==> config.mk <==
export PLATFORM = sky130hd
export DESIGN_NAME = mult_div_ctrl
export DESIGN_NICKNAME = d
export VERILOG_FILES = /design/src/rtl/mult_div_ctrl.sv
export SDC_FILE = /design/constraint.sdc
export NUM_CORES = 1
export LEC_CHECK = 0
export CORE_ASPECT_RATIO = 1.25
export CORE_MARGIN = 3
export CORE_UTILIZATION = 35
export DETAILED_ROUTE_END_ITERATION = 10
export PLACE_DENSITY = 0.54
export SYNTH_ARGS = -nofsm -noshare
export SYNTH_HDL_FRONTEND = slang
export SYNTH_SLANG_ARGS = --single-unit
==> constraint.sdc <==
create_clock -name clk -period 5.6 [get_ports clk]
set_input_delay 0.84 -clock clk [delete_from_list [all_inputs] [get_ports clk]]
set_output_delay 0.84 -clock clk [all_outputs]
set_load 0.01 [all_outputs]
==> src/rtl/mult_div_ctrl.sv <==
// Multicycle signed MULT/DIV sequencer driving the HI/LO write port; WIDTH iterations then one DONE cycle.
// Optional macro DIVZERO_EXC_EN: divide-by-zero short-circuits to a one-cycle DZERO exception state.
module mult_div_ctrl #(
  parameter int WIDTH = 32
) (
  input  logic             clk,
  input  logic             reset,
  input  logic             start,
  input  logic             op,
  input  logic [WIDTH-1:0] a_in,
  input  logic [WIDTH-1:0] b_in,
  output logic             busy,
  output logic             done,
  output logic             div_zero,
  output logic             HI_write,
  output logic             LO_write,
  output logic [WIDTH-1:0] HI_in,
  output logic [WIDTH-1:0] LO_in
);

  localparam logic [2:0] S_IDLE  = 3'd0;
  localparam logic [2:0] S_MULT  = 3'd1;
  localparam logic [2:0] S_DIV   = 3'd2;
  localparam logic [2:0] S_DONE  = 3'd3;
  localparam logic [2:0] S_DZERO = 3'd4;

  localparam int CW = (WIDTH > 1) ? $clog2(WIDTH) : 1;
  localparam logic [CW-1:0] LAST = CW'(WIDTH - 1);

  logic [2:0]       state;
  logic [CW-1:0]    count;
  // Shared datapath: MULT uses {acc_hi, acc_lo, booth_q} as the Booth register,
  // DIV uses acc_hi as partial remainder and acc_lo as dividend/quotient shifter.
  logic [WIDTH:0]   acc_hi;
  logic [WIDTH-1:0] acc_lo;
  logic             booth_q;
  logic [WIDTH-1:0] opnd;
  logic             neg_q, neg_r, b_zero;

  logic [WIDTH:0]   booth_sum, div_sh;
  logic [WIDTH+1:0] div_diff;
  logic             div_ok;
  logic [WIDTH:0]   nxt_hi;
  logic [WIDTH-1:0] nxt_lo;
  logic             nxt_q;
  logic [WIDTH-1:0] res_hi, res_lo;
  logic [WIDTH-1:0] a_mag, b_mag;

  assign a_mag = a_in[WIDTH-1] ? -a_in : a_in;
  assign b_mag = b_in[WIDTH-1] ? -b_in : b_in;

  always_comb begin
    booth_sum = acc_hi;
    case ({acc_lo[0], booth_q})
      2'b01:   booth_sum = acc_hi + {opnd[WIDTH-1], opnd};
      2'b10:   booth_sum = acc_hi - {opnd[WIDTH-1], opnd};
      default: booth_sum = acc_hi;
    endcase
    div_sh   = {acc_hi[WIDTH-1:0], acc_lo[WIDTH-1]};
    div_diff = {1'b0, div_sh} - {2'b00, opnd};
    div_ok   = !div_diff[WIDTH+1];
    if (state == S_MULT) begin
      nxt_hi = {booth_sum[WIDTH], booth_sum[WIDTH:1]};
      nxt_lo = {booth_sum[0], acc_lo[WIDTH-1:1]};
      nxt_q  = acc_lo[0];
      res_hi = nxt_hi[WIDTH-1:0];
      res_lo = nxt_lo;
    end else begin
      nxt_hi = div_ok ? div_diff[WIDTH:0] : div_sh;
      nxt_lo = {acc_lo[WIDTH-2:0], div_ok};
      nxt_q  = 1'b0;
      res_hi = neg_r ? -nxt_hi[WIDTH-1:0] : nxt_hi[WIDTH-1:0];
      // A zero divisor yields an all-ones quotient regardless of dividend sign.
      res_lo = b_zero ? '1 : (neg_q ? -nxt_lo : nxt_lo);
    end
  end

  always_ff @(posedge clk) begin
    if (reset) begin
      state   <= S_IDLE;
      count   <= '0;
      acc_hi  <= '0;
      acc_lo  <= '0;
      booth_q <= 1'b0;
      opnd    <= '0;
      neg_q   <= 1'b0;
      neg_r   <= 1'b0;
      b_zero  <= 1'b0;
      HI_in   <= '0;
      LO_in   <= '0;
    end else begin
      case (state)
        S_IDLE: begin
          if (start) begin
            count   <= '0;
            booth_q <= 1'b0;
            acc_hi  <= '0;
            if (!op) begin
              acc_lo <= b_in;
              opnd   <= a_in;
              state  <= S_MULT;
            end
`ifdef DIVZERO_EXC_EN
            else if (b_in == '0) begin
              state <= S_DZERO;
            end
`endif
            else begin
              acc_lo <= a_mag;
              opnd   <= b_mag;
              neg_q  <= a_in[WIDTH-1] ^ b_in[WIDTH-1];
              neg_r  <= a_in[WIDTH-1];
              b_zero <= (b_in == '0);
              state  <= S_DIV;
            end
          end
        end
        S_MULT, S_DIV: begin
          acc_hi  <= nxt_hi;
          acc_lo  <= nxt_lo;
          booth_q <= nxt_q;
          if (count == LAST) begin
            state <= S_DONE;
            HI_in <= res_hi;
            LO_in <= res_lo;
          end else begin
            count <= count + 1'b1;
          end
        end
        default: state <= S_IDLE;
      endcase
    end
  end

  assign busy     = (state != S_IDLE);
  assign HI_write = (state == S_DONE);
  assign LO_write = (state == S_DONE);
`ifdef DIVZERO_EXC_EN
  assign div_zero = (state == S_DZERO);
  assign done     = (state == S_DONE) || (state == S_DZERO);
`else
  assign div_zero = 1'b0;
  assign done     = (state == S_DONE);
`endif

endmodule

==> run summary, run 1 <==
In the final routed layout, each cell accounts on average for 23.16 microns. The Yosys step of the flow raised 0 warnings. The leakage dissipation came out at 7.080 nW. The mean post-synth cell area came out at 7.147 sq um.

The highest ir drop seen on vdd is 0.3209 mV. The total iterations of the first detailed-routing run came out at 6. Clock skew on the completed layout was measured at 25.97 ps. The internal portion of the total power is 3.921 mW. After detailed routing, the number of vias per cell comes to 5.985.

The number of antenna violations at the first check in global routing is 2. In this run the tightest slew margin relative to its limit is 17.59%. Wires add up to 68,330 microns.

The power per standard cell area came out at 428.1 nW/um^2. Counting tap cells, the placed design contains a total of 2,918 instances. Combinational logic is responsible for 64.6% of the overall power.

The critical path in this run is classified as reg -> reg. The pin count of the biggest net entering global routing is 86. The final layout contains 2,504 nets. The number of flops mapped to enable cells by yosys is 0. The kind of cell with the highest combined delay along the critical path is compound AO/OA/AOI/OAI gates. The arrival time reported for the critical path endpoint came out at 5460 ps. The library cell used most frequently in the layout, excluding fill and tap cells, is nor2_1.

The number of global-route vias before repair was 16,990. The number of max-cap violations is 0. Signal routing reaches up to met5. The switching part of the total power came out at 51.90%. The core area came out at 45,610 sq um. The die height is 247.7 microns. The fraction of the yosys area taken by sequential cells came out at 21.06%. Once the floorplan was initialized, standard cells occupied 35.85% of the core. The clock tree from TritonCTS is done. The clock sink total came out at 172.

The final HPWL from detailed placement came out at 53,150 microns. The measured slew at the worst slew-check pin is 1231 ps. The relative contribution of sequential cells to total power came out at 18.8%. The total net switching power came out at 4.230 mW.

The cell count of the worst reg-to-reg path is 22. The root buffer cell is clkbuf_16. The highest clock rate is 0.1978 GHz. The DRC violations left came out at 0. Cells with a size suffix above 1 make up 7.083% of the layout. The maximum level of the CTS H-tree came out at 4. After layout, the worst path uses 90.29% of the clock period.

The cell count after synthesis came out at 2,288. In the detailed route, the total length drawn on met2 is 33,560 microns. The count of antenna-violating nets left after detailed routing came out at 0. Setup violations remaining at the end of the flow were counted as 0. The met3 wire length is 3068 microns. The tightest min-delay check is of the reg -> reg type.

The destination of the worst register-to-register timing path is acc_hi[32]$_SDFFE_PP0P_. On the worst path, the slowest cell contributes a delay of 470 ps. The count of hold-fix buffers inserted at cts is 0. Setup repair after global routing left no endpoint under its margin. The row count is 87.

The total inserted antenna cells is 0. The non-filler instance count after layout came out at 2,950. After clock tree synthesis, the clock-pin slew on the worst setup and hold paths is 70 ps. The worst hold path was traced through 2 stages. The largest driver fanout on the critical path is 5. The smallest hold slack is 459.0 ps.

The total of cells resized after clock tree synthesis came out at 0. The layout overhead on the synthesized area is 16.44%. The cell area after synthesis came out at 16,350 sq um. After synthesis the netlist holds a flip-flop and latch count of 172.

The layout has 4,723 filler cells. The number of max-slew violations in the final report came out at 0. The startpoint of the worst register-to-register path is opnd[1]$_SDFFE_PP0P_. The required time of the critical path is 6000 ps. At the end of routability-driven placement, the weighted congestion stood at 0.9981.

The clock passes through at most 2 buffers. The total negative slack for setup checks came out at 0 ps. The flop-to-flop setup slack came out at 540 ps. The worst-skew pair later-pin latency came out at 480 ps. Across every metal layer, demand over resource in global routing totals 27.29%. The total routed wire length on the met1 layer is 26,550 microns. Traced cell by cell, the critical path runs through inv_1 > ha_1 > or3b_2 > nor4_1 > buf_4 > nand2_1 > o21ai_0 > o21a_1 > nand2_1 > xnor2_1 > ha_1 > and4_1 > nor2b_1 > a211o_1 > a211oi_1 > o21ai_1 > o211a_1 > o211ai_1 > xor2_1 > nand2b_1 > o2111ai_1 > a21oi_1.

The distinct cell type count after synthesis is 102. STA classifies the critical path endpoint as a flop. The final-report hold violation count was 0. The async set or reset register ratio after synthesis is 0%.

137 I/O pins were placed. The total global routing overflow is 0. The worst min-delay path endpoint is HI_in[10]$_SDFFE_PP0P_. The run finished with clean final reports. The top cell types in the final layout, fill and taps aside, are nor2_1 (285), nand2_1 (266), a21oi_1 (235). Port buffering added 135 buffers. The DRC violation total after the first TritonRoute iteration is 1,386. The shortest clock period the worst path allows after layout is 5056 ps.

The power share of the clock group came out at 16.7%. For this run, the leading register cell type out of synthesis is dfxtp_1. The number of buffers inserted during clock tree synthesis is 17. The worst setup path is launched from a flop.

The startpoint identified for the worst hold timing path is HI_in[10]$_SDFFE_PP0P_. The global-route wire length before repair is 103,000 microns. The count of buffering cells on the critical path with inverters included came out at 2. The full die area came out at 49,370 sq um. The synthesized net count came out at 2,433. The buffer count from post-CTS setup fixing came out at 0.

For this design, the slowest cell found on the critical path is or3b_2. The floorplan die width is 199.3 microns. The overall via count from detail_route is 17,660.
## synth_stat cells, types with 9 or more instances
library cell / number / area share (%)
a31oi_1: 15 / 0.57
xnor2_1: 71 / 3.8
and2_1: 11 / 0.42
dfxtp_1: 172 / 21
xor2_1: 112 / 6.0
nor2_1: 285 / 6.5
o41ai_1: 21 / 1.1
a22oi_1: 23 / 1.1
mux2i_1: 44 / 2.7
or3_1: 21 / 0.80
o21a_1: 16 / 0.73
nand3_1: 27 / 0.83
nand4_1: 13 / 0.50
buf_2: 16 / 0.49
o21ai_1: 12 / 0.37
buf_1: 19 / 0.44
clkbuf_1: 118 / 2.7
nand2b_1: 17 / 0.65
inv_1: 71 / 1.6
o31ai_1: 35 / 1.6
o21ai_0: 115 / 3.5
or4_1: 14 / 0.64
and4_1: 9 / 0.48
ha_1: 75 / 5.7
nor4_1: 26 / 0.99
a21o_1: 17 / 0.78
a311oi_1: 11 / 0.59
a211oi_1: 67 / 3.1
nand2_1: 267 / 6.1
a21boi_0: 10 / 0.46
a21oi_1: 236 / 7.2
o31a_1: 12 / 0.64
nor3_1: 44 / 1.3
o211ai_1: 75 / 3.4
and3_1: 12 / 0.46
nor2b_1: 13 / 0.50
a41oi_1: 9 / 0.48
## worst max-delay path by stage
stage / from / end / slack (ps) / depth (start not counted)
floorplan: opnd[19]$_SDFFE_PP0P_ / LO_in[28]$_SDFFE_PP0P_ / 700 / 23
global placement: acc_lo[31]$_SDFFE_PP0P_ / HI_in[30]$_SDFFE_PP0P_ / 600 / 16
detailed placement: acc_lo[31]$_SDFFE_PP0P_ / HI_in[30]$_SDFFE_PP0P_ / 560 / 16
CTS: acc_lo[31]$_SDFFE_PP0P_ / HI_in[30]$_SDFFE_PP0P_ / 550 / 16
global route: opnd[1]$_SDFFE_PP0P_ / acc_hi[32]$_SDFFE_PP0P_ / 70 / 22
finish: opnd[1]$_SDFFE_PP0P_ / acc_hi[32]$_SDFFE_PP0P_ / 540 / 22
## metrics by stage
step / utilization [%] / total power, mW / setup slack [ps] / instance area (sq um)
after floorplan: - / 5.018 / 699.0 / 16350
after global placement: 40.30 / 6.695 / 602.3 / 18380
after detailed placement: 40.30 / 6.711 / 555.4 / 18380
after CTS: 41.75 / 8.092 / 554.5 / 19040
after global routing: 41.75 / 8.657 / 68.37 / 19040
final: 41.75 / 8.151 / 544.0 / 19040
## registers in the layout (all words and copies together) (netlist names)
name	cells
acc_hi	33
HI_in	32
neg_r	1
count	5
neg_q	1
opnd	32
booth_q	1
LO_in	32
acc_lo	32
b_zero	1
state	2
## cell families after synthesis
logic type                 synth area share [%]
AOI/OAI and AO/OA                         31.37
adders and majority gates                 5.984
xor gates and xnor gates                  9.802
and+or+nand+nor                           22.88
other                                   0.02293
buffers and inverters                     5.708
DFF                                       21.06
muxes                                     3.175
## layout make-up
class	instances	area (sq um)	area share, %
clock inverters	14	220.2	1.157
flip-flops and latches	172	3443	18.08
inverters	74	277.8	1.459
clock buffers	18	439.2	2.306
repair buffers	213	1932	10.15
multi-input cells	1881	12010	63.05
well taps	578	723.2	3.798
## metal layers
layer	up-vias	GRT usage, %
met1	8401	30.91
met2	583	47.59
met5	-	0
li1	8485	-
met4	4	18.23
met3	183	3.788
## power groups by stage
stage               clock network [mW]  logic (mW)  registers [mW]
global placement                     0        5.14            1.55
floorplan                            0        3.55            1.47
global route                      1.43        5.68            1.55
detailed placement                   0        5.15            1.56
finish                            1.36        5.26            1.53
CTS                               1.38        5.18            1.53
## worst register-to-register path, cell delays in order (launching register included)
cell	delay (ps)
dfxtp_1	320
inv_1	150
ha_1	180
or3b_2	470
nor4_1	200
buf_4	200
nand2_1	70
o21ai_0	310
o21a_1	280
nand2_1	90
xnor2_1	140
ha_1	340
and4_1	230
nor2b_1	140
a211o_1	280
a211oi_1	220
o21ai_1	170
o211a_1	260
o211ai_1	230
xor2_1	230
nand2b_1	180
o2111ai_1	130
a21oi_1	160
Note: power is estimated with default switching activity, not from simulation.
==> inputs of run 2 (changes only) <==
CORE_MARGIN = 2   (was 3)
MAX_ROUTING_LAYER = met4   (was not set)
SLEW_MARGIN = 20   (was not set)
==> run summary, run 2 (synthesis results as in run 1) <==
The count of buffers from port buffering is 135 (unchanged). The largest stage delay on the critical path came out at 480 ps (about the same). Among all stages on the critical path, the largest delay is contributed by or3b_2.

The total iterations of the first detailed-routing run came to 5 (-1). The clock edge transition at the registers on the reported setup and hold paths was 80 ps (about the same). The top cell types in the final layout, fill and taps aside, are nor2_1 (285), nand2_1 (266), a21oi_1 (235).

The met2 wire length is 35,050 microns (+4.4%). The highest clock rate is 0.1942 GHz (-1.8%). The library cell used most frequently in the layout, excluding fill and tap cells, is nor2_1. The total global routing overflow came to 0 (unchanged). STA classifies the critical path endpoint as a flop. Setup repair after global routing left no endpoint under its margin. The total area of multi-input combinational cells is 12,010 sq um (about the same). The initial standard-cell utilization of the core came out at 35.44% (-0.41 points). The row count was 88 (+1.1%).

The post-place instance area came out at 18,380 sq um (about the same). The required time of the critical path is 6010 ps (about the same). The number of global-route vias before repair is 17,130 (+0.84%). The total routed wire length on the met1 layer is 26,160 microns (-1.5%). The startpoint of the worst register-to-register path is opnd[1]$_SDFFE_PP0P_. The worst setup path is of the reg -> reg kind. The run finished with clean final reports.

The arrival time reported for the critical path endpoint was 5560 ps (+100 ps). The smallest hold slack is 456.1 ps (-2.882 ps). The overall via count from detail_route came out at 17,720 (+0.33%). The number of top-level pins is 137 (unchanged). The highest ir drop seen on vdd is 0.2723 mV (-15%).

The cell internal power dissipation is 3.848 mW (-1.9%). The total negative slack for setup checks is 0 ps (unchanged). The sum of internal, switching and leakage power came to 8.149 mW (about the same). The worst hold path begins at HI_in[10]$_SDFFE_PP0P_. The worst-skew pair later-pin latency is 480 ps (about the same). The critical path goes through inv_1 > ha_1 > or3b_2 > nor4_1 > buf_4 > nand2_1 > o21ai_0 > o21a_1 > nand2_1 > xnor2_1 > ha_1 > and4_1 > nor2b_1 > a211o_1 > a211oi_1 > o21ai_1 > o211a_1 > o211ai_1 > xor2_1 > nand2b_1 > o2111ai_1 > a21oi_1.

The number of antenna violations at the first check in global routing is 0 (-2). The die height was 245.7 microns (-0.81%). The DRC violation total after the first TritonRoute iteration came to 1,426 (+2.9%). The global-route wire length before repair is 103,700 microns (+0.70%). The layout overhead on the synthesized area came out at 16.18%. The non-filler instance count after layout was 2,955 (+0.17%). The final-report hold violation count came out at 0 (unchanged).

The worst slack after detailed placement is 487.4 ps (-67.93 ps). The routability congestion estimate came to 1.014 (+1.6%). The floorplan die width came out at 197.3 microns (-1.0%).

The relative contribution of sequential cells to total power is 18.9% (about the same). The share of final-layout standard cells stronger than drive strength 1 came out at 7.046% (-0.036 points). The total placed cells including tap cells is 2,923 (+0.17%). The total of cells resized after clock tree synthesis is 0 (unchanged).

The tightest min-delay check is of the reg -> reg type. The detailed router used layers up to and including met4. The final layout net count is 2,502 (-0.080%). The shortest clock period the worst path allows after layout came out at 5150 ps (+94.23 ps). The leakage dissipation is 7.062 nW (-0.26%). The number of buffers inserted during clock tree synthesis is 17 (unchanged). The worst-case setup margin in the final layout is 449.8 ps (-94.24 ps).

The number of max-slew violations in the final report came to 0 (unchanged). The power per standard cell area was 428.9 nW/um^2 (+0.20%). The final HPWL from detailed placement came out at 53,900 microns (+1.4%). The total inserted antenna cells came out at 0 (unchanged).

The worst-case clock buffer depth was 2 (unchanged). The part of the power in combinational logic is 65.3% (+0.7 points). The core area came to 46,130 sq um (+1.1%). The count of antenna-violating nets left after detailed routing is 0 (unchanged).

The total net switching power came out at 4.301 mW (+1.7%). The worst-case headroom to the max-slew limit came out at 24.46% (+6.9 points). The count of hold-fix buffers inserted at cts came out at 0 (unchanged). The total global-route track usage is 28.99% (+1.7 points). The final non-filler cell area came out at 19,000 sq um (-0.22%). The switching part of the total power is 52.78% (+0.88 points). The kind of start point of the critical path is a flop. The met3 wire length is 3031 microns (-1.2%). acc_hi holds more flip-flops than any other register. The measured slew at the worst slew-check pin is 1126 ps (-104.4 ps).

TritonCTS built the clock tree. The most critical setup path has its startpoint at opnd[1]$_SDFFE_PP0P_. The aggregate routed wire length came out at 69,130 microns (+1.2%).

The pin count of the biggest net entering global routing is 92 (+7.0%). The fill cell instance count of the final layout is 4,786 (+1.3%). The number of max-cap violations is 0 (unchanged).

The number of flip-flops in the largest register is 33 (unchanged). The share of the core filled with cells was 41.18% (-0.57 points). The via count normalized by instance count came to 5.995 (+0.16%). The setup skew after layout came out at 18.39 ps (-7.581 ps). The final setup violation count came out at 0 (unchanged). The wire length per cell is 23.40 microns (+1.0%). The period utilization is 91.97% (+1.7 points). The largest driver fanout on the critical path is 5 (unchanged). The full die area was 48,480 sq um (-1.8%). The DRC violations left came out at 0 (unchanged). The power share of the clock group is 15.9% (-0.8 points). The buffer count from post-CTS setup fixing came to 0 (unchanged).

The maximum level of the CTS H-tree was 4 (unchanged). The sequential cell area in the final layout is 3445 sq um (about the same). Clock tree synthesis selected as its root buffer the cell clkbuf_16. The clock sink total was 172 (unchanged).
[run 2: cell types whose count changed in the layout (fill, tap and decap cells not counted), sizes merged]
| cell | delta |
|---|---|
| clkbuf | +1 |
| bufinv | -2 |
| buf | -2 |
| inv | +2 |
| clkinvlp | -1 |
[run 2: final cells by class]
cell class              count  share of cell area (%)
clock buffers              19                   2.384
clock inverters            13                  0.8825
flip-flops and latches    172                   18.13
multi-input cells        1881                   63.20
inverters                  74                   1.462
repair buffers            211                   10.09
well taps                 585                   3.853
[run 2: power groups by stage]
stage | sequential, mW | combinational (mW) | clock, mW
floorplan | 1.47 | 3.55 | 0
global placement | 1.56 | 5.22 | 0
detailed placement | 1.56 | 5.21 | 0
CTS | 1.53 | 5.23 | 1.31
global route | 1.55 | 5.71 | 1.35
finish | 1.54 | 5.32 | 1.29
[run 2: worst max-delay path: cells and delay by family (launching register included)]
family                     cells  cell delay [ps]
AOI/OAI and AO/OA              9             2130
xor gates and xnor gates       2              410
adders and majority gates      2              510
buffers and inverters          2              340
DFF                            1              320
and+or+nand+nor                7             1390
[run 2: layer usage]
metal / GRT usage [%] / vias up
met2: 51.21 / 648
met3: 3.059 / 184
met1: 30.91 / 8394
li1: - / 8489
met4: 18.33 / 0
met5: - / -
[run 2: final timing paths]
kind	end	slack [ps]	depth (start not counted)
setup / recovery	acc_hi[32]$_SDFFE_PP0P_	450	22
hold reg to reg	HI_in[10]$_SDFFE_PP0P_	460	2
setup reg to reg	acc_hi[32]$_SDFFE_PP0P_	450	22
hold / removal	HI_in[10]$_SDFFE_PP0P_	460	2
==> RTL edit (flow settings as in run 2) <==
Build with the macro `DIVZERO_EXC_EN` defined.
--- a/src/rtl/mult_div_ctrl.sv
+++ b/src/rtl/mult_div_ctrl.sv
@@ -2,2 +2,4 @@
 // Optional macro DIVZERO_EXC_EN: divide-by-zero short-circuits to a one-cycle DZERO exception state.
+`define DIVZERO_EXC_EN
+
 module mult_div_ctrl #(
Formal check against the unedited RTL: not equivalent (Yosys sat finds a counterexample within 4 cycles, from zero or initial values and one cycle with reset high).
==> RTL edit against run 2 <==
Wire length shrank 4.0%; critical path type unchanged; worst setup slack worse by 15 ps; combinational power shrank 16%; design area decreased by 2.5%; synthesized area fell by 2.2%; sequential cell count is the same; count of clock-buffer cells in the layout is the same; global-route usage down 0.57 points; worst hold slack better by 2.2 ps; power is 12% lower; cell count is 2.1% lower; critical endpoint is now HI_in[28].
==> RTL edit: results (changes against run 2) <==
result of the run finished clean (unchanged); count of yosys warnings during synthesis 0 (unchanged); syn_nets 2383 (was 2433); number of max-slew violations in the final report 0 (unchanged); Max Fanout on Critical Path 9 (was 5); maximum vdd drop 0.000256 V (was 0.000272 V); flip-flop count of the largest register after layout 33 (unchanged); total of buffers placed on input and output ports 136 (was 135); count of max-cap constraint violations 0 (unchanged); first-pass detailed-route iteration total 6 (was 5); CTS root buffer clkbuf_16 (unchanged); top_reg_cell synth dfxtp_1 (unchanged); wire length of the first global-routing pass 99500 um (was 104000 um); dominant cells by area after synthesis dfxtp_1, a21oi_1, nor2_1, nand2_1, ha_1 (was dfxtp_1, a21oi_1, nor2_1, nand2_1, xor2_1); via count 17213 (was 17715); Most flops, register acc_hi (unchanged); number of endpoints failing setup at the final stage 0 (unchanged); post-cts resize count 0 (unchanged); unique cell type count in the Yosys netlist 94 (was 102); reported leakage power 0.00698 uW (was 0.00706 uW); leading post-synthesis cells by instance count nor2_1, nand2_1, a21oi_1 (unchanged); clock-pin transition on the worst setup and hold timing paths 80 ps (about the same); number of DRC violations after detailed-routing iteration 0 1235 (was 1426); biggest cell delay along the critical path 490 ps; path class of the lowest-slack min-delay path reg -> reg (unchanged); number of buffers on the longest clock path 2 (unchanged); antenna violations before repair 0 (unchanged); transition time at the pin with the least slew margin 1040 ps (was 1130 ps); largest net degree at the start of global routing 66 (was 92); deepest level of the CTS H-tree 4 (unchanged); Worst R2R Start opnd[24] (was opnd[1]); clock latency reported for the late side of the worst-skew pair 480 ps (about the same); Critical Path Source Type register (unchanged); number of buffers created by CTS 17 (unchanged); wire length per cell 22.9 um (was 23.4 um); hold wc startpoint HI_in[9] (was HI_in[10]); share of flip-flops with an asynchronous set or reset 0% (unchanged); slack of the worst reg-to-reg path 430 ps; part of the Yosys area used for sequential elements 21.5% (was 21.1%); Total GRT Usage 28.4% (was 29.0%); share of cells above drive strength 1 6.05% (was 7.05%); Post-CTS Setup Repair Bufs 0 (unchanged); critical-path cell with the highest stage delay a221oi_4 (was or3b_2); final weighted congestion in routability-driven placement 0.959 (was 1.01); setup skew after layout 16.4 ps (was 18.4 ps); DP Wirelength 52000 um (was 53900 um)
==> RTL edit: changes by cell type after synthesis, moves of 15 or more <==
cell,change
a211oi_1,+18
a21o_1,+15
a311oi_1,+29
and3_1,+15
nand2_1,-21
o211ai_1,-37
o21ai_0,+27
xor2_1,-16
==> RTL edit: area by class of cell <==
type / count / area (um2)
clock inverter: 13 / 143
multi-input combinational: 1852 / 11700
timing repair buffer: 193 / 1790
tap: 578 / 723
clock buffer: 19 / 443
fill: 4765 / 26500
inverter: 66 / 248
antenna: 1 / 2.50
sequential: 172 / 3440
==> RTL edit: kinds of logic (layout without fill, tap and decap cells) <==
family,Yosys count,after routing,synth area share [%]
AO/OA/AOI/OAI,768,769,31.8
XOR/XNOR,171,171,9.37
adder cells (fa/ha/maj),74,74,5.89
buffers and inverters,218,291,5.43
flip-flops,172,172,21.5
multiplexers,40,40,2.57
other,0,1,0
AND/OR/NAND/NOR,798,798,23.4
==> RTL edit: routing by layer <==
layer	track usage, %	wire, um
met4	22.0	5990
met2	49.0	32700
met1	29.8	25600
met3	2.90	2110
met5	-	0
==> RTL edit: path summary, 6_finish.rpt <==
path               end  cells after the start
max          HI_in[28]                     18
min           HI_in[9]                      2
max reg2reg  HI_in[28]                     18
min reg2reg   HI_in[9]                      2
==> RTL edit: power breakdown <==
group / leakage, uW / switching (uW) / total (uW) / internal (uW)
registers: 0.00140 / 136 / 1440 / 1300
clock network: 0.000289 / 615 / 1260 / 645
logic: 0.00529 / 2900 / 4480 / 1580
==> RTL edit: metrics by stage <==
step	std cells	setup WS (ps)	total power [uW]	instance area (um2)	hold slack, ps
2_1_floorplan	2241	746	4540	16000	439
3_3_place_gp	2860	603	5830	17900	443
3_5_place_dp	2860	483	5850	17900	449
4_1_cts	2892	466	7120	18500	459
5_1_grt	2893	36.8	7620	18500	486
6_report	2894	435	7180	18500	458
==> RTL edit: worst max-delay path: cells and delay by family, from the launching register on <==
kind / cells / cell delay, ps
AND/OR/NAND/NOR: 7 / 1740
flip-flops: 1 / 420
AO/OA/AOI/OAI: 7 / 1830
multiplexers: 1 / 370
buffers and inverters: 1 / 90
adder cells (fa/ha/maj): 2 / 630
